[src/rtl/tmr_vote_reader_pkg.sv]
// tmr_pkg: shared definitions for the triplicated-register vote reader.
//   state_t : reader FSM states
//   maj3    : single-bit 2-of-3 majority
//   NLANES  : number of redundant register copies
package tmr_pkg;

  localparam int NLANES = 3;

  typedef enum logic [1:0] {
    IDLE  = 2'd0,
    VOTE  = 2'd1,
    SCRUB = 2'd2,
    OUT   = 2'd3
  } state_t;

  // Bitwise callers loop over the word, so this stays width-agnostic.
  function automatic logic maj3(input logic a, input logic b, input logic c);
    return (a & b) | (b & c) | (a & c);
  endfunction

endpackage

[src/rtl/tmr_vote_reader_if.sv]
// tmr_vote_reader_if: read-side handshake bundle of the vote reader.
//   in_valid/in_ready : upstream offers the three copies d0..d2
//   out_valid/out_ready : downstream takes the voted word q
// master drives the copies and out_ready; slave (the reader) drives
// in_ready, out_valid and q.
interface tmr_vote_reader_if #(
  parameter int WIDTH = 8
) ();

  logic             in_valid;
  logic             in_ready;
  logic [WIDTH-1:0] d0;
  logic [WIDTH-1:0] d1;
  logic [WIDTH-1:0] d2;
  logic             out_valid;
  logic             out_ready;
  logic [WIDTH-1:0] q;

  modport master (
    output in_valid, d0, d1, d2, out_ready,
    input  in_ready, out_valid, q
  );

  modport slave (
    input  in_valid, d0, d1, d2, out_ready,
    output in_ready, out_valid, q
  );

endinterface

[src/rtl/tmr_vote_reader_sat_counter.sv]
// sat_counter: per-lane disagreement counter.
//   clk, rst_n : clock, async active-low reset
//   inc        : count one event (ignored once at all-ones)
//   clr        : synchronous clear, wins over inc
//   cnt        : current count
module sat_counter #(
  parameter int CNT_W = 4
) (
  input  logic             clk,
  input  logic             rst_n,
  input  logic             inc,
  input  logic             clr,
  output logic [CNT_W-1:0] cnt
);

  localparam logic [CNT_W-1:0] CNT_MAX = '1;

  always_ff @(posedge clk or negedge rst_n) begin
    if (!rst_n) begin
      cnt <= '0;
    end else if (clr) begin
      cnt <= '0;
    end else if (inc && (cnt != CNT_MAX)) begin
      cnt <= cnt + 1'b1;
    end
  end

endmodule

[src/rtl/tmr_vote_reader.sv]
// tmr_vote_reader: captures three redundant copies of a result register,
// forms the bitwise 2-of-3 majority, hands it downstream over valid/ready
// and asks for a write-back of the copies that disagreed.
//
// Ports
//   clk, rst_n         : clock, async active-low reset
//   bus (slave)        : in_valid/in_ready/d0..d2 in, out_valid/out_ready/q out
//   scrub_req          : one-cycle write-back request
//   scrub_data         : voted word to write back (0 when no request)
//   scrub_mask         : lanes to rewrite, bit i = lane i (0 when no request)
//   err_lane           : sticky per-lane disagreement flags
//   err_cnt0..2        : saturating per-lane disagreement counts
//   fatal              : sticky, a word arrived where no copy matched the vote
//   clear_err          : synchronous clear of err_lane, err_cnt*, fatal
//
// state | meaning
// IDLE  | in_ready high, waiting for a word to capture
// VOTE  | majority and mismatch evaluated, error registers updated
// SCRUB | scrub_req pulse with voted word and mismatch mask
// OUT   | out_valid high with q stable until out_ready
module tmr_vote_reader
  import tmr_pkg::*;
#(
  parameter int WIDTH = 8,
  parameter int CNT_W = 4
) (
  input  logic                clk,
  input  logic                rst_n,
  tmr_vote_reader_if.slave    bus,
  output logic                scrub_req,
  output logic [WIDTH-1:0]    scrub_data,
  output logic [NLANES-1:0]   scrub_mask,
  output logic [NLANES-1:0]   err_lane,
  output logic [CNT_W-1:0]    err_cnt0,
  output logic [CNT_W-1:0]    err_cnt1,
  output logic [CNT_W-1:0]    err_cnt2,
  output logic                fatal,
  input  logic                clear_err
);

  state_t state;
  state_t next_state;

  logic [WIDTH-1:0]  c0, c1, c2;
  logic [WIDTH-1:0]  vote;
  logic [NLANES-1:0] mis;
  logic              no_match;
  logic              in_vote;
  logic              capture;

  logic              in_ready_r;
  logic              out_valid_r;
  logic [WIDTH-1:0]  q_r;

  logic              in_ready_d;
  logic              out_valid_d;
  logic              scrub_req_d;
  logic [WIDTH-1:0]  scrub_data_d;
  logic [NLANES-1:0] scrub_mask_d;
  logic [WIDTH-1:0]  q_d;

  // in_ready is a flop that is 0 in reset, so the capture qualifier uses
  // the flop too: nothing is taken in the first cycle after reset release.
  assign capture = (state == IDLE) && bus.in_valid && in_ready_r;
  assign in_vote = (state == VOTE);

  always_ff @(posedge clk or negedge rst_n) begin
    if (!rst_n) begin
      c0 <= '0;
      c1 <= '0;
      c2 <= '0;
    end else if (capture) begin
      c0 <= bus.d0;
      c1 <= bus.d1;
      c2 <= bus.d2;
    end
  end

  always_comb begin
    vote = '0;
    for (int i = 0; i < WIDTH; i++) begin
      vote[i] = maj3(c0[i], c1[i], c2[i]);
    end
  end

  assign mis      = {(c2 != vote), (c1 != vote), (c0 != vote)};
  // Every lane differs from the vote: the vote itself is untrustworthy.
  assign no_match = &mis;

  // State register
  always_ff @(posedge clk or negedge rst_n) begin
    if (!rst_n) begin
      state <= IDLE;
    end else begin
      state <= next_state;
    end
  end

  // Next-state logic
  always_comb begin
    next_state = state;
    case (state)
      IDLE:    if (capture) next_state = VOTE;
      VOTE:    next_state = ((mis != '0) && !no_match) ? SCRUB : OUT;
      SCRUB:   next_state = OUT;
      OUT:     if (bus.out_ready) next_state = IDLE;
      default: next_state = IDLE;
    endcase
  end

  // Output logic: values for the output flops, decoded from the state we
  // are about to enter so every handshake/scrub output is a plain flop.
  always_comb begin
    in_ready_d   = (next_state == IDLE);
    out_valid_d  = (next_state == OUT);
    scrub_req_d  = (next_state == SCRUB);
    scrub_data_d = scrub_req_d ? vote : '0;
    scrub_mask_d = scrub_req_d ? mis  : '0;
    q_d          = in_vote ? vote : q_r;
  end

  always_ff @(posedge clk or negedge rst_n) begin
    if (!rst_n) begin
      in_ready_r  <= 1'b0;
      out_valid_r <= 1'b0;
      scrub_req   <= 1'b0;
      scrub_data  <= '0;
      scrub_mask  <= '0;
      q_r         <= '0;
    end else begin
      in_ready_r  <= in_ready_d;
      out_valid_r <= out_valid_d;
      scrub_req   <= scrub_req_d;
      scrub_data  <= scrub_data_d;
      scrub_mask  <= scrub_mask_d;
      q_r         <= q_d;
    end
  end

  assign bus.in_ready  = in_ready_r;
  assign bus.out_valid = out_valid_r;
  assign bus.q         = q_r;

  // Error bookkeeping; clear_err wins over a same-cycle update.
  always_ff @(posedge clk or negedge rst_n) begin
    if (!rst_n) begin
      err_lane <= '0;
      fatal    <= 1'b0;
    end else if (clear_err) begin
      err_lane <= '0;
      fatal    <= 1'b0;
    end else if (in_vote) begin
      err_lane <= err_lane | mis;
      if (no_match) begin
        fatal <= 1'b1;
      end
    end
  end

  sat_counter #(.CNT_W(CNT_W)) u_cnt0 (
    .clk   (clk),
    .rst_n (rst_n),
    .inc   (in_vote & mis[0]),
    .clr   (clear_err),
    .cnt   (err_cnt0)
  );

  sat_counter #(.CNT_W(CNT_W)) u_cnt1 (
    .clk   (clk),
    .rst_n (rst_n),
    .inc   (in_vote & mis[1]),
    .clr   (clear_err),
    .cnt   (err_cnt1)
  );

  sat_counter #(.CNT_W(CNT_W)) u_cnt2 (
    .clk   (clk),
    .rst_n (rst_n),
    .inc   (in_vote & mis[2]),
    .clr   (clear_err),
    .cnt   (err_cnt2)
  );

endmodule

[src/flat_wrapper.sv]
// flat-port wrapper written by rule: the top's interface ports become plain ports
module tmr_vote_reader_flat import tmr_pkg::*;
#(
  parameter int WIDTH = 8,
  parameter int CNT_W = 4
)
  (clk, rst_n, scrub_req, scrub_data, scrub_mask, err_lane, err_cnt0, err_cnt1, err_cnt2, fatal, clear_err, bus_in_valid, bus_d0, bus_d1, bus_d2, bus_out_ready, bus_in_ready, bus_out_valid, bus_q);
  tmr_vote_reader_if #(.WIDTH(WIDTH)) bus_i ();
  input  logic clk;
  input  logic rst_n;
  output logic scrub_req;
  output logic [WIDTH-1:0] scrub_data;
  output logic [NLANES-1:0] scrub_mask;
  output logic [NLANES-1:0] err_lane;
  output logic [CNT_W-1:0] err_cnt0;
  output logic [CNT_W-1:0] err_cnt1;
  output logic [CNT_W-1:0] err_cnt2;
  output logic fatal;
  input  logic clear_err;
  input wire logic [$bits(bus_i.in_valid)-1:0] bus_in_valid;
  input wire logic [$bits(bus_i.d0)-1:0] bus_d0;
  input wire logic [$bits(bus_i.d1)-1:0] bus_d1;
  input wire logic [$bits(bus_i.d2)-1:0] bus_d2;
  input wire logic [$bits(bus_i.out_ready)-1:0] bus_out_ready;
  output wire logic [$bits(bus_i.in_ready)-1:0] bus_in_ready;
  output wire logic [$bits(bus_i.out_valid)-1:0] bus_out_valid;
  output wire logic [$bits(bus_i.q)-1:0] bus_q;
  assign bus_i.in_valid = bus_in_valid;
  assign bus_i.d0 = bus_d0;
  assign bus_i.d1 = bus_d1;
  assign bus_i.d2 = bus_d2;
  assign bus_i.out_ready = bus_out_ready;
  assign bus_in_ready = bus_i.in_ready;
  assign bus_out_valid = bus_i.out_valid;
  assign bus_q = bus_i.q;
  tmr_vote_reader #(.WIDTH(WIDTH), .CNT_W(CNT_W)) u_core (.clk(clk), .rst_n(rst_n), .bus(bus_i), .scrub_req(scrub_req), .scrub_data(scrub_data), .scrub_mask(scrub_mask), .err_lane(err_lane), .err_cnt0(err_cnt0), .err_cnt1(err_cnt1), .err_cnt2(err_cnt2), .fatal(fatal), .clear_err(clear_err));
endmodule
[config.mk]
export PLATFORM = sky130hd
export DESIGN_NAME = tmr_vote_reader_flat
export DESIGN_NICKNAME = d
export VERILOG_FILES = /design/src/rtl/tmr_vote_reader_pkg.sv /design/src/rtl/tmr_vote_reader_if.sv /design/src/rtl/tmr_vote_reader_sat_counter.sv /design/src/rtl/tmr_vote_reader.sv /design/src/flat_wrapper.sv
export SDC_FILE = /design/constraint.sdc
export NUM_CORES = 1
export LEC_CHECK = 0
export ABC_AREA = 1
export CAP_MARGIN = 20
export CELL_PAD_IN_SITES_DETAIL_PLACEMENT = 1
export CELL_PAD_IN_SITES_GLOBAL_PLACEMENT = 2
export CORE_MARGIN = 5
export CORE_UTILIZATION = 36
export CTS_CLUSTER_SIZE = 14
export DETAILED_ROUTE_END_ITERATION = 8
export DONT_BUFFER_PORTS = 1
export GPL_TIMING_DRIVEN = 0
export PLACE_DENSITY_LB_ADDON = 0.1
export SETUP_SLACK_MARGIN = 0.05
export SLEW_MARGIN = 20
export SYNTH_ARGS = -nofsm -noshare
export SYNTH_HDL_FRONTEND = slang
export SYNTH_SLANG_ARGS = --single-unit
export TNS_END_PERCENT = 10
[constraint.sdc]
create_clock -name clk -period 2.12 [get_ports clk]
set_clock_uncertainty 0.15 [all_clocks]
set_input_delay 0.424 -clock clk [delete_from_list [all_inputs] [get_ports clk]]
set_output_delay 0.424 -clock clk [all_outputs]
set_load 0.02 [all_outputs]
After elaboration in Yosys (flattened, before gate mapping). Index checks and enable logic that the tools add are counted.

Flip-flop bits (word level): 64. Output and inout bits: 38. Word-level logic and storage cells: 107.

Add/sub/neg operators: 3. Eq/ne operators: 11. Mux-type cells: 17. Bitwise gates (word level): 44. Reduce and logical (&&, ||, !) cells: 17.

Operator list (number): AND 1 bit (27); two-way mux 4 bit (6); inequality test 8 bit (3); bitwise OR 1 bit (16); adder 4 x 1 -> 4 bit (second input constant) (3); inequality test 4 bit (second input constant) (3); nonzero test 2 bit (5); two-way mux 3 bit (3); == test 2 bit (second input constant) (4); two-way mux 8 bit (1); one-hot mux 2 bit (4 select lines) (1); logical AND 1 bit (6); zero test 2 bit (2); two-way mux 1 bit (4); two-way mux 2 bit (2); bitwise OR 3 bit (1); AND reduction 3 bit (1); nonzero test 3 bit (1); == test 2 x 1 -> 1 bit (second input constant) (1); AND reduction 2 bit (1); zero test 1 bit (1).

Depth between registers and ports, before layout. Gate-level depths: netlist of the first run.

Depth after elaboration: 11. Mapped depth: 13. Depth with buffers taken out: 12.

Hierarchy. From an unflattened synthesis of the first run, not the netlist that was laid out.

Cell total of the unflattened synthesis: 429. Area total of the unflattened synthesis: 3261.9 sq um.

Modules (own cells, without submodules): tmr_vote_reader (times used 1, cells each 342, area an instance 2593.7 sq um, seq. area each 1301.2 sq um); sat_counter (times used 3, cells each 29, area an instance 222.7 sq um, seq. area each 100.1 sq um).

Worst setup path before layout of the first run. OpenSTA, ideal clock, no wires.

Path kind: reg2reg. From: register u_core.in_ready_r, in the netlist u_core.bus.in_ready. To: register u_core.c0[7]. Library setup time: 0.133 ns. Data arrival time: 1.320 ns. Setup slack: 0.517 ns. Stages on the path, launching flop included: 7. Period minus slack after synthesis: 1.603 ns. Path through: dfrtp_1 -> nand2_1 -> inv_1 -> nand3_1 -> clkbuf_1 -> buf_1 -> a21oi_1.

Cells in the longest elaborated chain, start to end: 1.

RTL lines: start: declaration (line tmr_vote_reader.sv:51) `logic in_ready_r;`; start signal: assignment (line tmr_vote_reader.sv:131) `in_ready_r <= in_ready_d;`; logical AND 1 bit (line tmr_vote_reader.sv:64) `assign capture = (state == IDLE) && bus.in_valid && in_ready_r;`; end signal: assignment (line tmr_vote_reader.sv:73) `c0 <= bus.d0;`; end: declaration (line tmr_vote_reader.sv:44) `logic [WIDTH-1:0] c0, c1, c2;`.

Every way passes these cells. A chain may end at the register's enable or synchronous reset.

Final worst setup path of the first run.
From: register u_core.c2[0]. To: register u_core.scrub_data[1].

Cells in the longest elaborated chain, start to end: 11. Elaborated cells on any way between the ends: 15. Classes of those cells: eq/ne (4); mux (3); bitwise (4); reduce/logical (4).

RTL lines: start: declaration (line tmr_vote_reader.sv:44); start signal: assignment (line tmr_vote_reader.sv:75) `c2 <= bus.d2;`; AND 1 bit (line tmr_vote_reader_pkg.sv:18) `return (a & b) | (b & c) | (a & c);`; bitwise OR 1 bit (2 in series) (line tmr_vote_reader_pkg.sv:18); inequality test 8 bit (line tmr_vote_reader.sv:86) `assign mis = {(c2 != vote), (c1 != vote), (c0 != vote)};`; AND reduction 3 bit (line tmr_vote_reader.sv:88) `assign no_match = &mis;`; zero test 1 bit (line tmr_vote_reader.sv:104) `VOTE: next_state = ((mis != '0) && !no_match) ? SCRUB : OUT;`; logical AND 1 bit * (line tmr_vote_reader.sv:104); two-way mux 1 bit * (line tmr_vote_reader.sv:104); one-hot mux 2 bit (4 select lines) * (line tmr_vote_reader.sv:102) `case (state)`; == test 2 bit * (line tmr_vote_reader.sv:116) `scrub_req_d = (next_state == SCRUB);`; two-way mux 8 bit * (line tmr_vote_reader.sv:117) `scrub_data_d = scrub_req_d ? vote : '0;`; via u_core.scrub_data_d[1] (line tmr_vote_reader.sv:58) `logic [WIDTH-1:0] scrub_data_d;`; end signal: assignment (line tmr_vote_reader.sv:134) `scrub_data <= scrub_data_d;`; end: declaration (line tmr_vote_reader.sv:31) `output logic [WIDTH-1:0] scrub_data,`.

Mark *: on every way through the listed nets, which the timed path passes. The rest lies on a longest branch.

==> impl_metrics.env, run 1 <==
export IMPL_initial_core_util_pct=37.2
export IMPL_antenna_found_initial=0
export IMPL_timing_final_crit_period_ns=1.91
export IMPL_die_y_um=102
export IMPL_grt_pass1_wl_mm=13.2
export IMPL_worstHoldEndpoint="u_core.u_cnt0.cnt[3]"
export IMPL_pin_count=67
export IMPL_cts_reportedPaths_clkPinSlew_ns=0.07
export IMPL_cts_tree="done"
export IMPL_fin_tns_setup_ns=0
export IMPL_n_antenna_cell=0
export IMPL_slew_violations=0
export IMPL_layout_drive_gt1_share_pct=6.90
export IMPL_totalWireLength_mm=8.12
export IMPL_numCtsBuffers=9
export IMPL_rsz0062_at_grt="yes"
export IMPL_r2r_end="u_core.scrub_data[1]"
export IMPL_slowest_delay_ns=0.45
export IMPL_switchingPower_w=0.00269
export IMPL_dr_pass1_iters=4
export IMPL_hold_viol=0
export IMPL_synth_flop_cell="dfrtp_1"
export IMPL_crit_buf_inv=2
export IMPL_cts_buffer_depth=2
export IMPL_syn2layout_area_growth_pct=13.2
export IMPL_finalInstanceArea_sq_um=3480
export IMPL_reg2reg_depth=12
export IMPL_place_gp_congestion=0.815
export IMPL_netSwitchingFraction_pct=46.1
export IMPL_met1_length_mm=3.82
export IMPL_dp_final_hpwl_mm=6.07
export IMPL_clock_sinks=64
export IMPL_hold_start="clear_err"
export IMPL_gr_total_overflow=0
export IMPL_crit_top_cell="nand2_1"
export IMPL_min_path_cells=1
export IMPL_placed_area_sq_um=3200
export IMPL_outcome="finished clean"
export IMPL_row_count=33
export IMPL_pwr_share_clk_pct=20.0
export IMPL_wl_met3_um=541
export IMPL_grt_pass1_vias=2627
export IMPL_wl_met2_mm=3.67
export IMPL_pwr_share_seq_pct=43.2
export IMPL_syn_inst=389
export IMPL_io_buffers=0
export IMPL_synthesis_nets=421
export IMPL_cellLeakagePower_nw=1.83
export IMPL_fmax_mhz=524
export IMPL_grt_util_all_layers_pct=16.6
export IMPL_synth_avg_cell_area_sq_um=7.89
export IMPL_coreArea_sq_um=8260
export IMPL_combPwrFrac_pct=36.7
export IMPL_dieArea_sq_um=10500
export IMPL_postCtsSetupBuffers=0
export IMPL_seqCellArea_sq_um=1600
export IMPL_multi_input_area_sq_um=1290
export IMPL_period_share_pct=90.0
export IMPL_antenna_left=0
export IMPL_dr_max_layer_used="met4"
export IMPL_hp_class="input pin to register"
export IMPL_dr_total_vias=2564
export IMPL_crit_arrival_ns=1.95
export IMPL_ys_ff_latch=64
export IMPL_dp_slack_ns=-0.125
export IMPL_synth_edff_count=0
export IMPL_path_class="register to register"
export IMPL_worstPathCellList="inv_1 > nand3_1 > nand2_1 > nor2_1 > nand2_1 > nor2_2 > nand2_1 > nand2_2 > nand2_1 > nand3_2 > buf_6 > nor2_1"
export IMPL_setup_violations=0
export IMPL_required_ns=2.16
export IMPL_drc_errors=0
export IMPL_synthArstFlopShare_pct=100
export IMPL_reg2reg_from="u_core.c2[0]"
export IMPL_cp_top_family="simple AND/OR/NAND/NOR gates"
export IMPL_crit_slowest_cell="dfrtp_1"
export IMPL_ys_seq_area_share_pct=52.2
export IMPL_wire_per_inst_um=15.9
export IMPL_slew_limit_headroom_pct=56.7
export IMPL_htree_levels=3
export IMPL_start_kind="register"
export IMPL_fillerInstances=991
export IMPL_crit_fanout=10
export IMPL_cell_internal_pwr_w=0.00314
export IMPL_cp_end_kind="register"
export IMPL_clk_latency_ns=0.33
export IMPL_power_density_nw_per_um2=1680
export IMPL_synth_area_sq_um=3070
export IMPL_reg2reg_setup_slack_ns=0.21
export IMPL_drtIter0Drc=56
export IMPL_worst_pin_slew_ns=0.649
export IMPL_yosys_warnings=0
export IMPL_grt_max_degree=65
export IMPL_viasPerCell=5.02
export IMPL_clockRootBuffer="clkbuf_8"
export IMPL_cap_violations=0
export IMPL_yosysUniqueCellTypes=23
export IMPL_fin_nets=434
export IMPL_die_x_um=102
export IMPL_worst_slack_ns=0.211
export IMPL_peakVddDrop_uv=489
-- worst max-delay path by stage --
stage,cells after the start,startpoint,end,slack [ns]
floorplan,6,u_core.bus.in_ready,u_core.c0[7],0.52
CTS,6,u_core.bus.in_ready,u_core.c2[7],0.11
detailed placement,6,u_core.bus.in_ready,u_core.c2[7],-0.13
global placement,6,u_core.bus.in_ready,u_core.c2[6],-0.08
global route,12,u_core.c0[1],u_core.scrub_data[1],0.03
finish,12,u_core.c2[0],u_core.scrub_data[1],0.21
-- logic make-up (layout without fill, tap and decap cells) --
kind of cell             after synthesis  after routing  synth area share [%]
flip-flops                            64             64                  52.2
adder cells (fa/ha/maj)                4              4                  1.55
XOR/XNOR                               7              7                  2.00
AO/OA/AOI/OAI                         50             50                  8.44
buffers and inverters                 48             65                  6.15
AND/OR/NAND/NOR                      216            216                  29.7
-- registers in the layout, indices dropped and copies added, names as in the netlist --
register / cells
u_core.u_cnt0.cnt: 4
u_core.u_cnt2.cnt: 4
u_core.scrub_data: 8
u_core.state: 2
u_core.c2: 8
u_core.err_lane: 3
u_core.scrub_req: 1
u_core.c0: 8
u_core.bus.in_ready: 1
u_core.c1: 8
u_core.fatal: 1
u_core.bus.out_valid: 1
u_core.scrub_mask: 3
u_core.bus.q: 8
u_core.u_cnt1.cnt: 4
-- placed cells by master, fill, tap and decap left out, drive strengths merged, types with 2 or more instances in the layout --
master,count
bufinv,2
nand2,78
nand3,64
clkbuf,18
xor2,6
buf,4
dfrtp,64
a21oi,27
o21ai,19
o31ai,3
inv,39
ha,3
nor2,72
-- worst register-to-register path: cells and delay by family (launching register included) --
family                 cells  cell delay (ns)
buffers and inverters      2             0.27
DFF                        1             0.45
and+or+nand+nor           10             0.89
-- power by group through the flow --
stage | registers (W) | logic [W] | clock network [W]
global route | 0.00261 | 0.00249 | 0.00126
floorplan | 0.00239 | 0.00160 | 0
CTS | 0.00252 | 0.00211 | 0.00121
detailed placement | 0.00254 | 0.00210 | 0
finish | 0.00252 | 0.00214 | 0.00117
global placement | 0.00252 | 0.00205 | 0
-- per-layer routing --
metal	up-vias	track usage, %
met5	-	0
met4	0	5.75
met3	8	4.03
met2	60	26.3
met1	1214	22.3
li1	1282	-
-- cells in the mapped netlist (2+ instances only) --
library cell	number	area [sq um]
nand2_1	77	289
a21oi_1	27	135
clkbuf_1	5	18.8
xor2_1	6	52.6
inv_1	39	146
buf_1	2	7.51
dfrtp_1	64	1600
o21ai_0	19	95.1
ha_1	3	37.5
nand3_1	63	315
o31ai_1	3	22.5
nor2_1	70	263
-- through the flow --
stage / hold WS, ns / total power [W] / std cells / utilization (%)
2_1_floorplan: -0.0216 / 0.00399 / 389 / -
3_3_place_gp: -0.0197 / 0.00457 / 494 / 38.8
3_5_place_dp: -0.0197 / 0.00464 / 494 / 38.8
4_1_cts: -0.388 / 0.00584 / 509 / 41.5
5_1_grt: 0.0267 / 0.00635 / 511 / 42.1
6_report: 0.0412 / 0.00582 / 511 / 42.1
-- timing repair --
action | CTS | global route
gates cloned | 0 | 0
setup endpoints to repair | 10 | 21
hold endpoints to repair | 64 | 64
gates resized for setup | 1 | 7
-- layout make-up --
type                       instances  share of cell area, %
multi-input combinational        277                   37.2
buffer                             9                   1.30
clock buffer                      12                   4.46
inverter                          39                   4.21
sequential                        64                   46.1
timing repair buffer               2                   1.08
tap                              105                   3.78
clock inverter                     3                   1.87
No activity file was read; power rests on OpenSTA's default activity.
==> inputs of run 2 (changes only) <==
--- a/config.mk
+++ b/config.mk
@@ -9,14 +9,14 @@
 export CAP_MARGIN = 20
 export CELL_PAD_IN_SITES_DETAIL_PLACEMENT = 1
 export CELL_PAD_IN_SITES_GLOBAL_PLACEMENT = 2
-export CORE_MARGIN = 5
+export CORE_MARGIN = 2
 export CORE_UTILIZATION = 36
 export CTS_CLUSTER_SIZE = 14
 export DETAILED_ROUTE_END_ITERATION = 8
 export DONT_BUFFER_PORTS = 1
-export GPL_TIMING_DRIVEN = 0
 export PLACE_DENSITY_LB_ADDON = 0.1
 export SETUP_SLACK_MARGIN = 0.05
+export SKIP_CTS_REPAIR_TIMING = 1
 export SLEW_MARGIN = 20
 export SYNTH_ARGS = -nofsm -noshare
 export SYNTH_HDL_FRONTEND = slang
==> run 2 against run 1 <==
The run now ends with hold timing left. Final cell count down 1.2%. Sequential share of layout area about the same. Utilization about the same. Die area down 11%. Sequential cell count unchanged. Count of clock-buffer cells in the layout unchanged. Critical path depth down 2. Critical path type unchanged. Largest power group unchanged.
==> impl_metrics.env, run 2 (synthesis results as in run 1) <==
export IMPL_outcome="complete, but fails checks"
export IMPL_violations="hold timing"
export IMPL_die_x_um=96.4
export IMPL_fin_nets=428
export IMPL_antenna_found_initial=0
export IMPL_combPwrFrac_pct=36.9
export IMPL_dr_total_vias=2526
export IMPL_cp_top_family="simple AND/OR/NAND/NOR gates"
export IMPL_clockRootBuffer="clkbuf_8"
export IMPL_power_density_nw_per_um2=1680
export IMPL_cap_violations=0
export IMPL_setup_violations=0
export IMPL_rsz0062_at_grt="yes"
export IMPL_final_cell_mix="77 x nand2_1, 67 x nor2_1, 62 x nand3_1, 62 x dfrtp_1, 39 x inv_1"
export IMPL_crit_fanout=7
export IMPL_totalWireLength_mm=7.66
export IMPL_clk_latency_ns=0.34
export IMPL_fmax_mhz=518
export IMPL_cellLeakagePower_nw=1.82
export IMPL_place_gp_congestion=0.791
export IMPL_n_antenna_cell=0
export IMPL_slew_violations=0
export IMPL_wire_per_inst_um=15.2
export IMPL_row_count=33
export IMPL_peakVddDrop_uv=600
export IMPL_coreArea_sq_um=8260
export IMPL_htree_levels=3
export IMPL_gr_total_overflow=0
export IMPL_hp_class="input pin to register"
export IMPL_dp_final_hpwl_mm=5.61
export IMPL_crit_arrival_ns=2.01
export IMPL_grt_util_all_layers_pct=17.5
export IMPL_clock_sinks=64
export IMPL_layout_drive_gt1_share_pct=7.00
export IMPL_io_buffers=0
export IMPL_netSwitchingFraction_pct=46.4
export IMPL_placed_area_sq_um=3200
export IMPL_drtIter0Drc=64
export IMPL_pwr_share_seq_pct=42.7
export IMPL_mostFrequentLayoutCell="nand2_1"
export IMPL_pwr_share_clk_pct=20.4
export IMPL_cell_internal_pwr_w=0.00313
export IMPL_fin_tns_setup_ns=0
export IMPL_whs_ns=-0.00632
export IMPL_fin_total_pwr_w=0.00584
export IMPL_start_kind="register"
export IMPL_worst_pin_slew_ns=0.586
export IMPL_syn2layout_area_growth_pct=13.2
export IMPL_initial_core_util_pct=37.2
export IMPL_cts_tree="done"
export IMPL_required_ns=2.20
export IMPL_viasPerCell=5.00
export IMPL_timing_final_crit_period_ns=1.93
export IMPL_dieArea_sq_um=9280
export IMPL_numCtsBuffers=9
export IMPL_grt_pass1_vias=2513
export IMPL_cts_reportedPaths_clkPinSlew_ns=0.07
export IMPL_hold_viol=5
export IMPL_finalInstanceArea_sq_um=3470
export IMPL_slew_limit_headroom_pct=60.5
export IMPL_cts_buffer_depth=2
export IMPL_cp_end_kind="register"
export IMPL_crit_buf_inv=1
export IMPL_grt_pass1_wl_mm=12.4
export IMPL_crit_slowest_cell="dfrtp_1"
export IMPL_die_y_um=96.4
export IMPL_pin_count=67
export IMPL_path_class="register to register"
export IMPL_dr_pass1_iters=4
export IMPL_period_share_pct=91.1
export IMPL_antenna_left=0
export IMPL_grt_max_degree=65
export IMPL_drc_errors=0
export IMPL_worstPathCellList="inv_1 > nand3_1 > nand2_1 > nor2_1 > nand2_1 > nor2_4 > nor2_1 > nand2_1 > xor2_1 > nor2_1"
export IMPL_slowest_delay_ns=0.46
export IMPL_switchingPower_w=0.00271
-- run 2: worst paths after layout --
path / start / endpoint / slack [ns] / cells after the start
setup / recovery: u_core.c0[0] / u_core.u_cnt2.cnt[0] / 0.19 / 10
hold / removal: clear_err / u_core.err_lane[1] / -0.006 / 1
setup reg to reg: u_core.c0[0] / u_core.u_cnt2.cnt[0] / 0.19 / 10
hold reg to reg: u_core.state[1] / u_core.bus.out_valid / 0.47 / 2
max in group asynchronous: rst_n / u_core.c0[1] / 1.05 / 2
min in group asynchronous: rst_n / u_core.scrub_data[5] / 0.49 / 2
-- run 2: stage by stage --
| step | worst slack (ns) | util, % | hold WS (ns) | instances |
|---|---|---|---|---|
| floorplan | 0.517 | - | -0.0216 | 389 |
| global placement | 0.210 | 38.7 | -0.0201 | 488 |
| detailed placement | 0.162 | 38.7 | -0.0201 | 488 |
| CTS | 0.149 | 41.4 | -0.392 | 503 |
| global route | 0.0217 | 42.1 | -0.0329 | 505 |
| finish | 0.190 | 42.1 | -0.00632 | 505 |
-- run 2: worst reg2reg max path, stage by stage (launching register included) --
cell,delay (ns)
dfrtp_1,0.46
inv_1,0.14
nand3_1,0.09
nand2_1,0.05
nor2_1,0.10
nand2_1,0.12
nor2_4,0.17
nor2_1,0.09
nand2_1,0.21
xor2_1,0.19
nor2_1,0.06
-- run 2: final cells by class --
class                   count  area, sq um
fillers                  1027         4780
flip-flops and latches     64         1600
multi-input cells         277         1300
clock buffers              12          155
inverters                  39          146
well taps                 105          131
repair buffers              5         72.6
clock inverters             3         65.1
-- run 2: routing by layer --
metal  vias up  track usage [%]  share of wire, %
li1       1268                -                 -
met1      1200             23.5                48
met2        52             27.1                45
met3         6             5.40               5.8
met4         0             4.93               1.0
met5         -                0                 0
-- run 2: power by group through the flow --
stage | clock [W] | combinational, W | sequential (W)
6_report | 0.00119 | 0.00216 | 0.00249
5_1_grt | 0.00128 | 0.00253 | 0.00260
4_1_cts | 0.00122 | 0.00212 | 0.00250
3_5_place_dp | 0 | 0.00211 | 0.00252
3_3_place_gp | 0 | 0.00205 | 0.00250
2_1_floorplan | 0 | 0.00160 | 0.00239
